`src/rtl/alu_share_pkg.sv`:
```
// Shared constants for the two-port ALU arbiter: widths, ALU op codes, FSM states.
package alu_share_pkg;

    localparam int unsigned ALU_WIDTH  = 64;
    localparam int unsigned ALU_CTRL_W = 2;

    localparam logic [1:0] OP_ADD = 2'd0;
    localparam logic [1:0] OP_SUB = 2'd1;
    localparam logic [1:0] OP_AND = 2'd2;
    localparam logic [1:0] OP_XOR = 2'd3;

    localparam logic [1:0] ST_IDLE = 2'd0;
    localparam logic [1:0] ST_EXEC = 2'd1;
    localparam logic [1:0] ST_RESP = 2'd2;

endpackage

```
`src/rtl/alu.sv`:
```
// Combinational Y-86 ALU: ADD/SUB/AND/XOR with signed overflow for ADD/SUB.
module alu
    import alu_share_pkg::*;
#(
    parameter int unsigned WIDTH  = ALU_WIDTH,
    parameter int unsigned CTRL_W = ALU_CTRL_W
) (
    input  logic [CTRL_W-1:0] ctrl,
    input  logic [WIDTH-1:0]  a,
    input  logic [WIDTH-1:0]  b,
    output logic [WIDTH-1:0]  result,
    output logic              overflow
);

    always_comb begin
        result   = '0;
        overflow = 1'b0;
        case (ctrl)
            CTRL_W'(OP_ADD): begin
                result   = a + b;
                overflow = (a[WIDTH-1] == b[WIDTH-1]) && (result[WIDTH-1] != a[WIDTH-1]);
            end
            CTRL_W'(OP_SUB): begin
                // a - b overflows when a and -b share a sign the result does not
                result   = a - b;
                overflow = (a[WIDTH-1] != b[WIDTH-1]) && (result[WIDTH-1] != a[WIDTH-1]);
            end
            CTRL_W'(OP_AND): result = a & b;
            CTRL_W'(OP_XOR): result = a ^ b;
            default: ;
        endcase
    end

endmodule

```
`src/rtl/alu_rr_grant.sv`:
```
// Two-way round-robin grant; last_grant resets to 1 so port 0 wins first contention.
module alu_rr_grant (
    input  logic clk,
    input  logic rst,
    input  logic en,
    input  logic req0,
    input  logic req1,
    output logic gnt0,
    output logic gnt1
);

    logic last_grant_q;
    logic last_grant_d;

    always_comb begin
        gnt0 = 1'b0;
        gnt1 = 1'b0;
        if (en) begin
            if (req0 && req1) begin
                gnt0 = last_grant_q;
                gnt1 = !last_grant_q;
            end else begin
                gnt0 = req0;
                gnt1 = req1;
            end
        end
        last_grant_d = last_grant_q;
        if (gnt0 || gnt1) begin
            last_grant_d = gnt1;
        end
    end

    always_ff @(posedge clk or posedge rst) begin
        if (rst) begin
            last_grant_q <= 1'b1;
        end else begin
            last_grant_q <= last_grant_d;
        end
    end

endmodule

```
`src/rtl/alu_share_arb.sv`:
```
// Shares one ALU between two requesters and owns the ZF/SF/OF condition codes.
// Define ALU_SHARE_B2B_EN to allow a new accept on the same edge a response handshakes.
module alu_share_arb
    import alu_share_pkg::*;
#(
    parameter int unsigned WIDTH  = ALU_WIDTH,
    parameter int unsigned CTRL_W = ALU_CTRL_W
) (
    input  logic              clk,
    input  logic              rst,
    input  logic              req0_valid,
    output logic              req0_ready,
    input  logic [CTRL_W-1:0] req0_ctrl,
    input  logic [WIDTH-1:0]  req0_a,
    input  logic [WIDTH-1:0]  req0_b,
    input  logic              req0_setcc,
    input  logic              req1_valid,
    output logic              req1_ready,
    input  logic [CTRL_W-1:0] req1_ctrl,
    input  logic [WIDTH-1:0]  req1_a,
    input  logic [WIDTH-1:0]  req1_b,
    input  logic              req1_setcc,
    output logic              rsp_valid,
    input  logic              rsp_ready,
    output logic              rsp_id,
    output logic [WIDTH-1:0]  rsp_result,
    output logic              rsp_overflow,
    output logic              cc_zf,
    output logic              cc_sf,
    output logic              cc_of
);

    logic [1:0]        state_q, state_d;
    logic [CTRL_W-1:0] op_ctrl_q, op_ctrl_d;
    logic [WIDTH-1:0]  op_a_q, op_a_d;
    logic [WIDTH-1:0]  op_b_q, op_b_d;
    logic              op_setcc_q, op_setcc_d;
    logic              op_id_q, op_id_d;
    logic              rsp_valid_q, rsp_valid_d;
    logic              rsp_id_q, rsp_id_d;
    logic [WIDTH-1:0]  rsp_result_q, rsp_result_d;
    logic              rsp_overflow_q, rsp_overflow_d;
    logic              cc_zf_q, cc_zf_d;
    logic              cc_sf_q, cc_sf_d;
    logic              cc_of_q, cc_of_d;

    logic              grant_en;
    logic              gnt0, gnt1;
    logic              accept;
    logic              is_arith;
    logic [WIDTH-1:0]  alu_result;
    logic              alu_overflow;

`ifdef ALU_SHARE_B2B_EN
    assign grant_en = !rst && ((state_q == ST_IDLE) || ((state_q == ST_RESP) && rsp_ready));
`else
    assign grant_en = !rst && (state_q == ST_IDLE);
`endif

    alu_rr_grant u_grant (
        .clk  (clk),
        .rst  (rst),
        .en   (grant_en),
        .req0 (req0_valid),
        .req1 (req1_valid),
        .gnt0 (gnt0),
        .gnt1 (gnt1)
    );

    alu #(.WIDTH(WIDTH), .CTRL_W(CTRL_W)) u_alu (
        .ctrl     (op_ctrl_q),
        .a        (op_a_q),
        .b        (op_b_q),
        .result   (alu_result),
        .overflow (alu_overflow)
    );

    assign accept   = gnt0 || gnt1;
    assign is_arith = (op_ctrl_q == CTRL_W'(OP_ADD)) || (op_ctrl_q == CTRL_W'(OP_SUB));

    assign req0_ready   = gnt0;
    assign req1_ready   = gnt1;
    assign rsp_valid    = rsp_valid_q;
    assign rsp_id       = rsp_id_q;
    assign rsp_result   = rsp_result_q;
    assign rsp_overflow = rsp_overflow_q;
    assign cc_zf        = cc_zf_q;
    assign cc_sf        = cc_sf_q;
    assign cc_of        = cc_of_q;

    // Next-state, operand capture, response capture and CC update
    always_comb begin
        state_d        = state_q;
        op_ctrl_d      = op_ctrl_q;
        op_a_d         = op_a_q;
        op_b_d         = op_b_q;
        op_setcc_d     = op_setcc_q;
        op_id_d        = op_id_q;
        rsp_valid_d    = rsp_valid_q;
        rsp_id_d       = rsp_id_q;
        rsp_result_d   = rsp_result_q;
        rsp_overflow_d = rsp_overflow_q;
        cc_zf_d        = cc_zf_q;
        cc_sf_d        = cc_sf_q;
        cc_of_d        = cc_of_q;

        if (accept) begin
            op_ctrl_d  = gnt1 ? req1_ctrl  : req0_ctrl;
            op_a_d     = gnt1 ? req1_a     : req0_a;
            op_b_d     = gnt1 ? req1_b     : req0_b;
            op_setcc_d = gnt1 ? req1_setcc : req0_setcc;
            op_id_d    = gnt1;
        end

        case (state_q)
            ST_IDLE: begin
                if (accept) begin
                    state_d = ST_EXEC;
                end
            end
            ST_EXEC: begin
                state_d        = ST_RESP;
                rsp_valid_d    = 1'b1;
                rsp_id_d       = op_id_q;
                rsp_result_d   = alu_result;
                rsp_overflow_d = alu_overflow;
                if (op_setcc_q) begin
                    cc_zf_d = (alu_result == '0);
                    cc_sf_d = alu_result[WIDTH-1];
                    cc_of_d = is_arith && alu_overflow;
                end
            end
            ST_RESP: begin
                // accept can only be high here when back-to-back issue is built in
                if (rsp_ready) begin
                    rsp_valid_d = 1'b0;
                    state_d     = accept ? ST_EXEC : ST_IDLE;
                end
            end
            default: state_d = ST_IDLE;
        endcase
    end

    always_ff @(posedge clk or posedge rst) begin
        if (rst) begin
            state_q        <= ST_IDLE;
            op_ctrl_q      <= '0;
            op_a_q         <= '0;
            op_b_q         <= '0;
            op_setcc_q     <= 1'b0;
            op_id_q        <= 1'b0;
            rsp_valid_q    <= 1'b0;
            rsp_id_q       <= 1'b0;
            rsp_result_q   <= '0;
            rsp_overflow_q <= 1'b0;
            cc_zf_q        <= 1'b1;
            cc_sf_q        <= 1'b0;
            cc_of_q        <= 1'b0;
        end else begin
            state_q        <= state_d;
            op_ctrl_q      <= op_ctrl_d;
            op_a_q         <= op_a_d;
            op_b_q         <= op_b_d;
            op_setcc_q     <= op_setcc_d;
            op_id_q        <= op_id_d;
            rsp_valid_q    <= rsp_valid_d;
            rsp_id_q       <= rsp_id_d;
            rsp_result_q   <= rsp_result_d;
            rsp_overflow_q <= rsp_overflow_d;
            cc_zf_q        <= cc_zf_d;
            cc_sf_q        <= cc_sf_d;
            cc_of_q        <= cc_of_d;
        end
    end

endmodule
```
`config.mk`:
```
export PLATFORM = sky130hd
export DESIGN_NAME = alu_share_arb
export DESIGN_NICKNAME = d
export VERILOG_FILES = /design/src/rtl/alu_share_pkg.sv /design/src/rtl/alu.sv /design/src/rtl/alu_rr_grant.sv /design/src/rtl/alu_share_arb.sv
export SDC_FILE = /design/constraint.sdc
export NUM_CORES = 1
export LEC_CHECK = 0
export ABC_AREA = 1
export ABC_CLOCK_PERIOD_IN_PS = 7900
export CORE_MARGIN = 2
export CORE_UTILIZATION = 45
export CTS_CLUSTER_DIAMETER = 60
export DETAILED_ROUTE_END_ITERATION = 10
export PLACE_DENSITY = 0.68
export SLEW_MARGIN = 20
export SYNTH_ARGS = -nofsm -noshare
export SYNTH_HDL_FRONTEND = slang
export SYNTH_SLANG_ARGS = --single-unit
```
`constraint.sdc`:
```
create_clock -name clk -period 7.9 [get_ports clk]
set_clock_uncertainty 0.2 [all_clocks]
set_input_delay 1.58 -clock clk [delete_from_list [all_inputs] [get_ports clk]]
set_output_delay 1.58 -clock clk [all_outputs]
set_load 0.02 [all_outputs]
```
Word-level counts from Yosys, hierarchy flattened
Cells that the tools add are included.
W data, S select, Z words.
{"block": "op_classes", "n_addsub": 2, "eq_ne": 11, "muxes": 16, "n_bitwise": 2, "n_reduce_logical": 16}
{"operator": "$pmux W64 S4", "count": 1}
{"operator": "$mux W64", "count": 2}
{"operator": "$add A64 B64 Y64", "count": 1}
{"operator": "$and A64 B64 Y64", "count": 1}
{"operator": "$logic_not A64 Y1", "count": 1}
{"operator": "$sub A64 B64 Y64", "count": 1}
{"operator": "$xor A64 B64 Y64", "count": 1}
{"operator": "$mux W1", "count": 7}
{"operator": "$eq A2 B2 Y1 const B", "count": 3}
{"operator": "$mux W2", "count": 3}
{"operator": "$pmux W2 S3", "count": 1}
{"operator": "$reduce_and A2 Y1", "count": 3}
{"operator": "$logic_and A1 B1 Y1", "count": 5}
{"operator": "$eq A2 B1 Y1 const B", "count": 2}
{"operator": "$logic_not A2 Y1", "count": 2}
{"operator": "$ne A2 B2 Y1 const B", "count": 2}
{"operator": "$pmux W1 S2", "count": 2}
{"operator": "$ne A1 B1 Y1", "count": 3}
{"operator": "$logic_not A1 Y1", "count": 2}
{"operator": "$logic_or A1 B1 Y1", "count": 2}
{"operator": "$reduce_bool A2 Y1", "count": 1}
{"operator": "$eq A1 B1 Y1", "count": 1}
{"block": "word_totals", "reg_bits": 205, "input_bits": 267, "word_cells": 61}

Longest topological paths before layout
Gate-level depths: netlist (run 1).
{"block": "logic_depth", "word_depth": 7, "ltp_mapped": 25, "mapped_depth_nobuf": 24}

Modules after synthesis
Synthesis (run 1) repeated with hierarchy kept, for this count alone.
{"block": "hier_totals", "cells_unflattened": 3961, "area_unflattened_um2": 22804.4}
{"mod": "alu", "n_inst": 1, "cells_per_inst": 2878, "area_per_inst_um2": 13852.0, "seq_area_each_um2": 0.0}
{"mod": "alu_share_arb", "n_inst": 1, "cells_per_inst": 1071, "area_per_inst_um2": 8883.5, "seq_area_each_um2": 5106.1}
{"mod": "alu_rr_grant", "n_inst": 1, "cells_per_inst": 12, "area_per_inst_um2": 68.8, "seq_area_each_um2": 26.3}

Worst setup path before layout (run 1)
Ideal clock, no wire load.
{"block": "synth_path", "path_type": "in2out", "from": "in rst", "to": "out req1_ready", "t_arrival_ps": 2718, "t_required_ps": 6120, "slack_ps": 3402, "path_stages": 5, "n_path_buf": 2, "cell_sequence": "nor3_1 nand2_1 inv_1 clkbuf_1 clkbuf_1"}
{"block": "synth_via", "elab_chain_cells": 3}
{"element": "start: declaration", "line_no": "alu_share_arb.sv:10", "text": "input logic rst,"}
{"element": "$logic_not A1 Y1 (no line)"}
{"element": "$logic_and A1 B1 Y1", "line_no": "alu_share_arb.sv:57", "text": "assign grant_en = !rst && (state_q == ST_IDLE);"}
{"element": "$mux W1", "line_no": "alu_rr_grant.sv:18", "text": "if (en) begin"}
{"element": "end: declaration", "line_no": "alu_share_arb.sv:18", "text": "output logic req1_ready,"}
Every way passes these cells.

Final worst setup path (run 1)
Ends and elaborated chain as after synthesis.

==> impl_metrics.env, run 1 <==
export IMPL_status="complete, no violations"
export IMPL_rsz0062_at_grt="no"
export IMPL_design_area_um2=26770
export IMPL_grt_pass1_vias=23379
export IMPL_placed_area_um2=25970
export IMPL_syn_to_final_growth_pct=18.95
export IMPL_cts_resized_gates=0
export IMPL_vias_per_cell=5.430
export IMPL_drive_gt1_frac=0.06362
export IMPL_grt_pass1_wl_um=139100
export IMPL_overflow=0
export IMPL_hold_violations=0
export IMPL_synth_area_um2=22510
export IMPL_synth_edf_count=0
export IMPL_clk_latency_ns=0.56
export IMPL_placed_cells=4708
export IMPL_synth_ff_latch_count=205
export IMPL_grt_max_degree=173
export IMPL_finalCritPeriodShare=0.7448
export IMPL_antenna_found_initial=0
export IMPL_cts_path_max_buffers=3
export IMPL_final_max_slew_viol_count=0
export IMPL_die_area_um2=51820
export IMPL_required_ns=6.12
export IMPL_grt_use_total=0.3547
export IMPL_synth_distinct_cells=47
export IMPL_worstMarginPinSlew_ns=1.144
export IMPL_endpoint_kind="output port"
export IMPL_core_area_um2=49150
export IMPL_layout_commonest_cell="nand2_1"
export IMPL_ant_nets=0
export IMPL_diodes=0
export IMPL_wirelength_um=92950
export IMPL_route_vias_total=25799
export IMPL_arrival_ns=4.10
export IMPL_rows=81
export IMPL_syn_nets=4253
export IMPL_synth_ff_type="dfrtp_1"
export IMPL_io_buffers=338
export IMPL_layout_nets=4467
export IMPL_tritoncts="yes"
export IMPL_wire_per_inst_um=19.56
export IMPL_setup_viol=0
export IMPL_post_cts_setup_buffers=0
export IMPL_fin_cells=4751
export IMPL_synth_area_per_cell_um2=5.837
export IMPL_initial_core_util=0.4579
export IMPL_path_max_fanout=28
export IMPL_postSynth_asyncResetShare=1.000
export IMPL_fin_tns_setup_ns=0
export IMPL_seq_area_frac_synth=0.2280
export IMPL_die_height_um=227.6
export IMPL_io_pins=339
export IMPL_root_buffer="clkbuf_16"
export IMPL_drc=0
export IMPL_slew_headroom=0.2377
export IMPL_h_tree_depth=1
export IMPL_place_gp_congestion=1.021
export IMPL_numClockSinks=205
export IMPL_max_freq_mhz=170.0
export IMPL_ys_warn_count=0
export IMPL_cts_hold_buffers=0
export IMPL_hold_path_class="register to register"
export IMPL_fp_dieW_um=227.6
export IMPL_startpoint_type="input pin"
export IMPL_dp_hpwl_um=76860
export IMPL_path_clk_slew_ns=0.05
export IMPL_drt_iter0_drc=2923
export IMPL_maxCapViolCount=0
export IMPL_syn_inst=3856
export IMPL_layout_common_cells="1144 x nand2_1, 601 x inv_1, 416 x nor2_1"
export IMPL_dr_pass1_iters=9
export IMPL_worstSetupPathType="input pin to output port"
export IMPL_cts_made_buffers=24
export IMPL_period_needed_ns=5.884
synthesized netlist by cell type (all sizes together) (7+ instances only):
| cell | count | area (µm²) |
|---|---|---|
| a21oi | 142 | 752.0 |
| a221oi | 25 | 219.0 |
| and2 | 7 | 43.79 |
| buf | 90 | 645.6 |
| clkbuf | 73 | 274.0 |
| dfrtp | 203 | 5080 |
| ha | 128 | 1602 |
| inv | 645 | 2421 |
| nand2 | 1202 | 4672 |
| nand3 | 326 | 1687 |
| nand3b | 9 | 71.32 |
| nand4 | 32 | 200.2 |
| nor2 | 485 | 2043 |
| nor3 | 30 | 195.2 |
| o21ai | 314 | 1572 |
| o21bai | 20 | 153.9 |
| o22ai | 99 | 619.3 |
worst max-delay path, cell delays in order:
cell and delay [ns]:
clkdlybuf4s50_1 0.52, nor3_1 0.83, nand2_4 0.42, clkinv_2 0.13, clkdlybuf4s50_1 0.61
layout make-up:
class / instances / area, µm²
clock inverters: 9 / 86.33
repair buffers: 351 / 3518
multi-input cells: 2841 / 14060
clock buffers: 34 / 709.4
flip-flops and latches: 205 / 5132
fillers: 5174 / 22380
inverters: 647 / 2437
well taps: 664 / 830.8
through the flow:
step                worst slack, ns  utilization  hold slack [ns]
global placement              2.157       0.5284           0.2594
global route                  1.869       0.5446           0.2955
finish                        2.016       0.5446           0.2768
detailed placement            2.064       0.5284           0.2667
CTS                           2.060       0.5446           0.2767
floorplan                    0.5275            -           0.2513
final timing paths:
check	startpoint	to	slack [ns]	cells past startpoint
worst max-delay path	rst	req1_ready	2.02	5
worst min-delay path	cc_zf$_DFFE_PP1P_	cc_zf$_DFFE_PP1P_	0.28	2
worst max register to register	op_ctrl_q[0]$_DFFE_PP0P_	cc_zf$_DFFE_PP1P_	4.09	15
worst min register to register	cc_zf$_DFFE_PP1P_	cc_zf$_DFFE_PP1P_	0.28	2
max in group asynchronous	rst	op_b_q[50]$_DFFE_PP0P_	5.01	3
min in group asynchronous	rst	op_a_q[2]$_DFFE_PP0P_	1.33	2
state kept, by name (all words and copies together) (netlist names), 2 cells and up:
register and cells:
op_a_q 64, op_b_q 64, op_ctrl_q 2, rsp_result 64
state_q 2
layer usage:
metal  track usage  up-vias  wire length [µm]  part of all wire
met5             0        -                 0                 0
met4       0.08328        0              2295             0.025
met3       0.06363      107             10010              0.11
met2        0.5139     1239             37630              0.40
met1        0.5398    11884             43010              0.46
li1              -    12569                 -                 -
kinds of logic after synthesis:
kind of cell    after synthesis  share of synthesized area
compound gates              613                     0.1517
xor+xnor                      3                   0.001168
fa+ha+maj                   130                    0.07294
buf+inv                     810                     0.1488
flops                       205                     0.2280
simple gates               2095                     0.3974
Power of run 1 is left out: the tool's default activity adds up to more than one toggle a clock period on the data nets, which glitch-free logic cannot reach.
==> inputs of run 2 (changes only) <==
--- a/config.mk
+++ b/config.mk
@@ -6,12 +6,12 @@
 export NUM_CORES = 1
 export LEC_CHECK = 0
 export ABC_AREA = 1
-export ABC_CLOCK_PERIOD_IN_PS = 7900
+export ABC_CLOCK_PERIOD_IN_PS = 4900
 export CORE_MARGIN = 2
 export CORE_UTILIZATION = 45
 export CTS_CLUSTER_DIAMETER = 60
 export DETAILED_ROUTE_END_ITERATION = 10
-export PLACE_DENSITY = 0.68
+export PLACE_DENSITY = 0.71
 export SLEW_MARGIN = 20
 export SYNTH_ARGS = -nofsm -noshare
 export SYNTH_HDL_FRONTEND = slang
==> constraint.sdc (replaced) <==
create_clock -name clk -period 4.9 [get_ports clk]
set_clock_uncertainty 0.2 [all_clocks]
set_input_delay 0.98 -clock clk [delete_from_list [all_inputs] [get_ports clk]]
set_output_delay 0.98 -clock clk [all_outputs]
set_load 0.02 [all_outputs]
==> run 2 against run 1 <==
Effect of this change: cell count rose by 0.17%; largest cell class unchanged; sequential share of layout area fell by 0.071 points; critical path depth rose by 1; flip-flop and latch count did not move.
==> impl_metrics.env, run 2 (synthesis gave the netlist of run 1 again) <==
export IMPL_hold_violations=0
export IMPL_die_height_um=227.6
export IMPL_maxCapViolCount=0
export IMPL_status="complete, no violations"
export IMPL_setup_viol=0
export IMPL_wirelength_um=89280
export IMPL_diodes=0
export IMPL_slew_headroom=0.3587
export IMPL_arrival_ns=3.04
export IMPL_grt_pass1_wl_um=135500
export IMPL_rsz0062_at_grt="no"
export IMPL_cts_resized_gates=0
export IMPL_tritoncts="yes"
export IMPL_cts_hold_buffers=0
export IMPL_fp_dieW_um=227.6
export IMPL_period_needed_ns=4.221
export IMPL_path_clk_slew_ns=0.06
export IMPL_layout_common_cells="1144 x nand2_1, 601 x inv_1, 416 x nor2_1"
export IMPL_worstMarginPinSlew_ns=0.9597
export IMPL_holdWs_ns=0.2765
export IMPL_finalCritPeriodShare=0.8615
export IMPL_cts_path_max_buffers=3
export IMPL_cts_made_buffers=24
export IMPL_ant_nets=0
export IMPL_path_max_fanout=2
export IMPL_grt_max_degree=139
export IMPL_dp_hpwl_um=74110
export IMPL_die_area_um2=51820
export IMPL_endpoint_kind="output port"
export IMPL_grt_use_total=0.3414
export IMPL_numClockSinks=205
export IMPL_worstSetupPathType="input pin to output port"
export IMPL_place_gp_congestion=1.061
export IMPL_vias_per_cell=5.436
export IMPL_max_freq_mhz=236.9
export IMPL_clk_latency_ns=0.57
export IMPL_h_tree_depth=1
export IMPL_dr_pass1_iters=8
export IMPL_wire_per_inst_um=18.76
export IMPL_io_buffers=338
export IMPL_rows=81
export IMPL_drt_iter0_drc=3000
export IMPL_startpoint_type="input pin"
export IMPL_syn_to_final_growth_pct=19.39
export IMPL_initial_core_util=0.4579
export IMPL_post_cts_setup_buffers=0
export IMPL_antenna_found_initial=1
export IMPL_drive_gt1_frac=0.06569
export IMPL_fin_tns_setup_ns=0
export IMPL_hold_path_class="register to register"
export IMPL_overflow=0
export IMPL_layout_nets=4474
export IMPL_route_vias_total=25868
export IMPL_core_area_um2=49150
export IMPL_root_buffer="clkbuf_16"
export IMPL_grt_pass1_vias=23700
export IMPL_required_ns=3.72
export IMPL_final_max_slew_viol_count=0
export IMPL_layout_commonest_cell="nand2_1"
export IMPL_io_pins=339
export IMPL_drc=0
export IMPL_num_fill_cells=5166
## run 2: cell types whose count changed in the layout (fill, tap and decap cells not counted), sizes merged
cell	change
buf	+7
clkbuf	-6
clkinv	+4
clkinvlp	+3
bufinv	+2
inv	-2
## run 2: path summary, 6_finish.rpt
check / from / slack [ns] / depth (start not counted) / endpoint
max: rst / 0.68 / 6 / req0_ready
min: rsp_overflow$_DFFE_PP0P_ / 0.28 / 2 / rsp_overflow$_DFFE_PP0P_
max reg2reg: op_a_q[0]$_DFFE_PP0P_ / 1.22 / 24 / cc_zf$_DFFE_PP1P_
min reg2reg: rsp_overflow$_DFFE_PP0P_ / 0.28 / 2 / rsp_overflow$_DFFE_PP0P_
max in group asynchronous: rst / 2.98 / 3 / op_b_q[36]$_DFFE_PP0P_
min in group asynchronous: rst / 0.62 / 2 / rsp_result[23]$_DFFE_PP0P_
## run 2: layout make-up
cell class              count  area [µm²]  share of cell area
inverters                 647        2434             0.09057
well taps                 664       830.8             0.03092
clock buffers              28       625.6             0.02328
multi-input cells        2841       14060              0.5231
flip-flops and latches    205        5132              0.1910
clock inverters            16       183.9            0.006845
repair buffers            358        3608              0.1343
## run 2: worst max-delay path, cell delays in order
cell and delay, ns:
clkdlybuf4s50_1 0.46, nor3_1 0.32, buf_4 0.24, o211ai_1 0.27, inv_1 0.15, clkdlybuf4s50_1 0.61
## run 2: metal layers
metal	up-vias	wire length (µm)	GRT usage
met5	-	12	0
met4	2	3197	0.1109
met3	173	10100	0.06530
met2	1325	35910	0.4949
met1	11766	40060	0.5056
li1	12602	-	-
## run 2: per-stage QoR
step,cell area [µm²],util,setup slack [ns],instances
final,26870,0.5467,0.6785,4759
after detailed placement,26060,0.5302,0.7237,4715
after floorplan,22510,-,1.063,3856
after global placement,26060,0.5302,0.6884,4715
after CTS,26870,0.5467,0.7116,4759
after global routing,26870,0.5467,0.6284,4759
Power of run 2 is left out for the same reason.
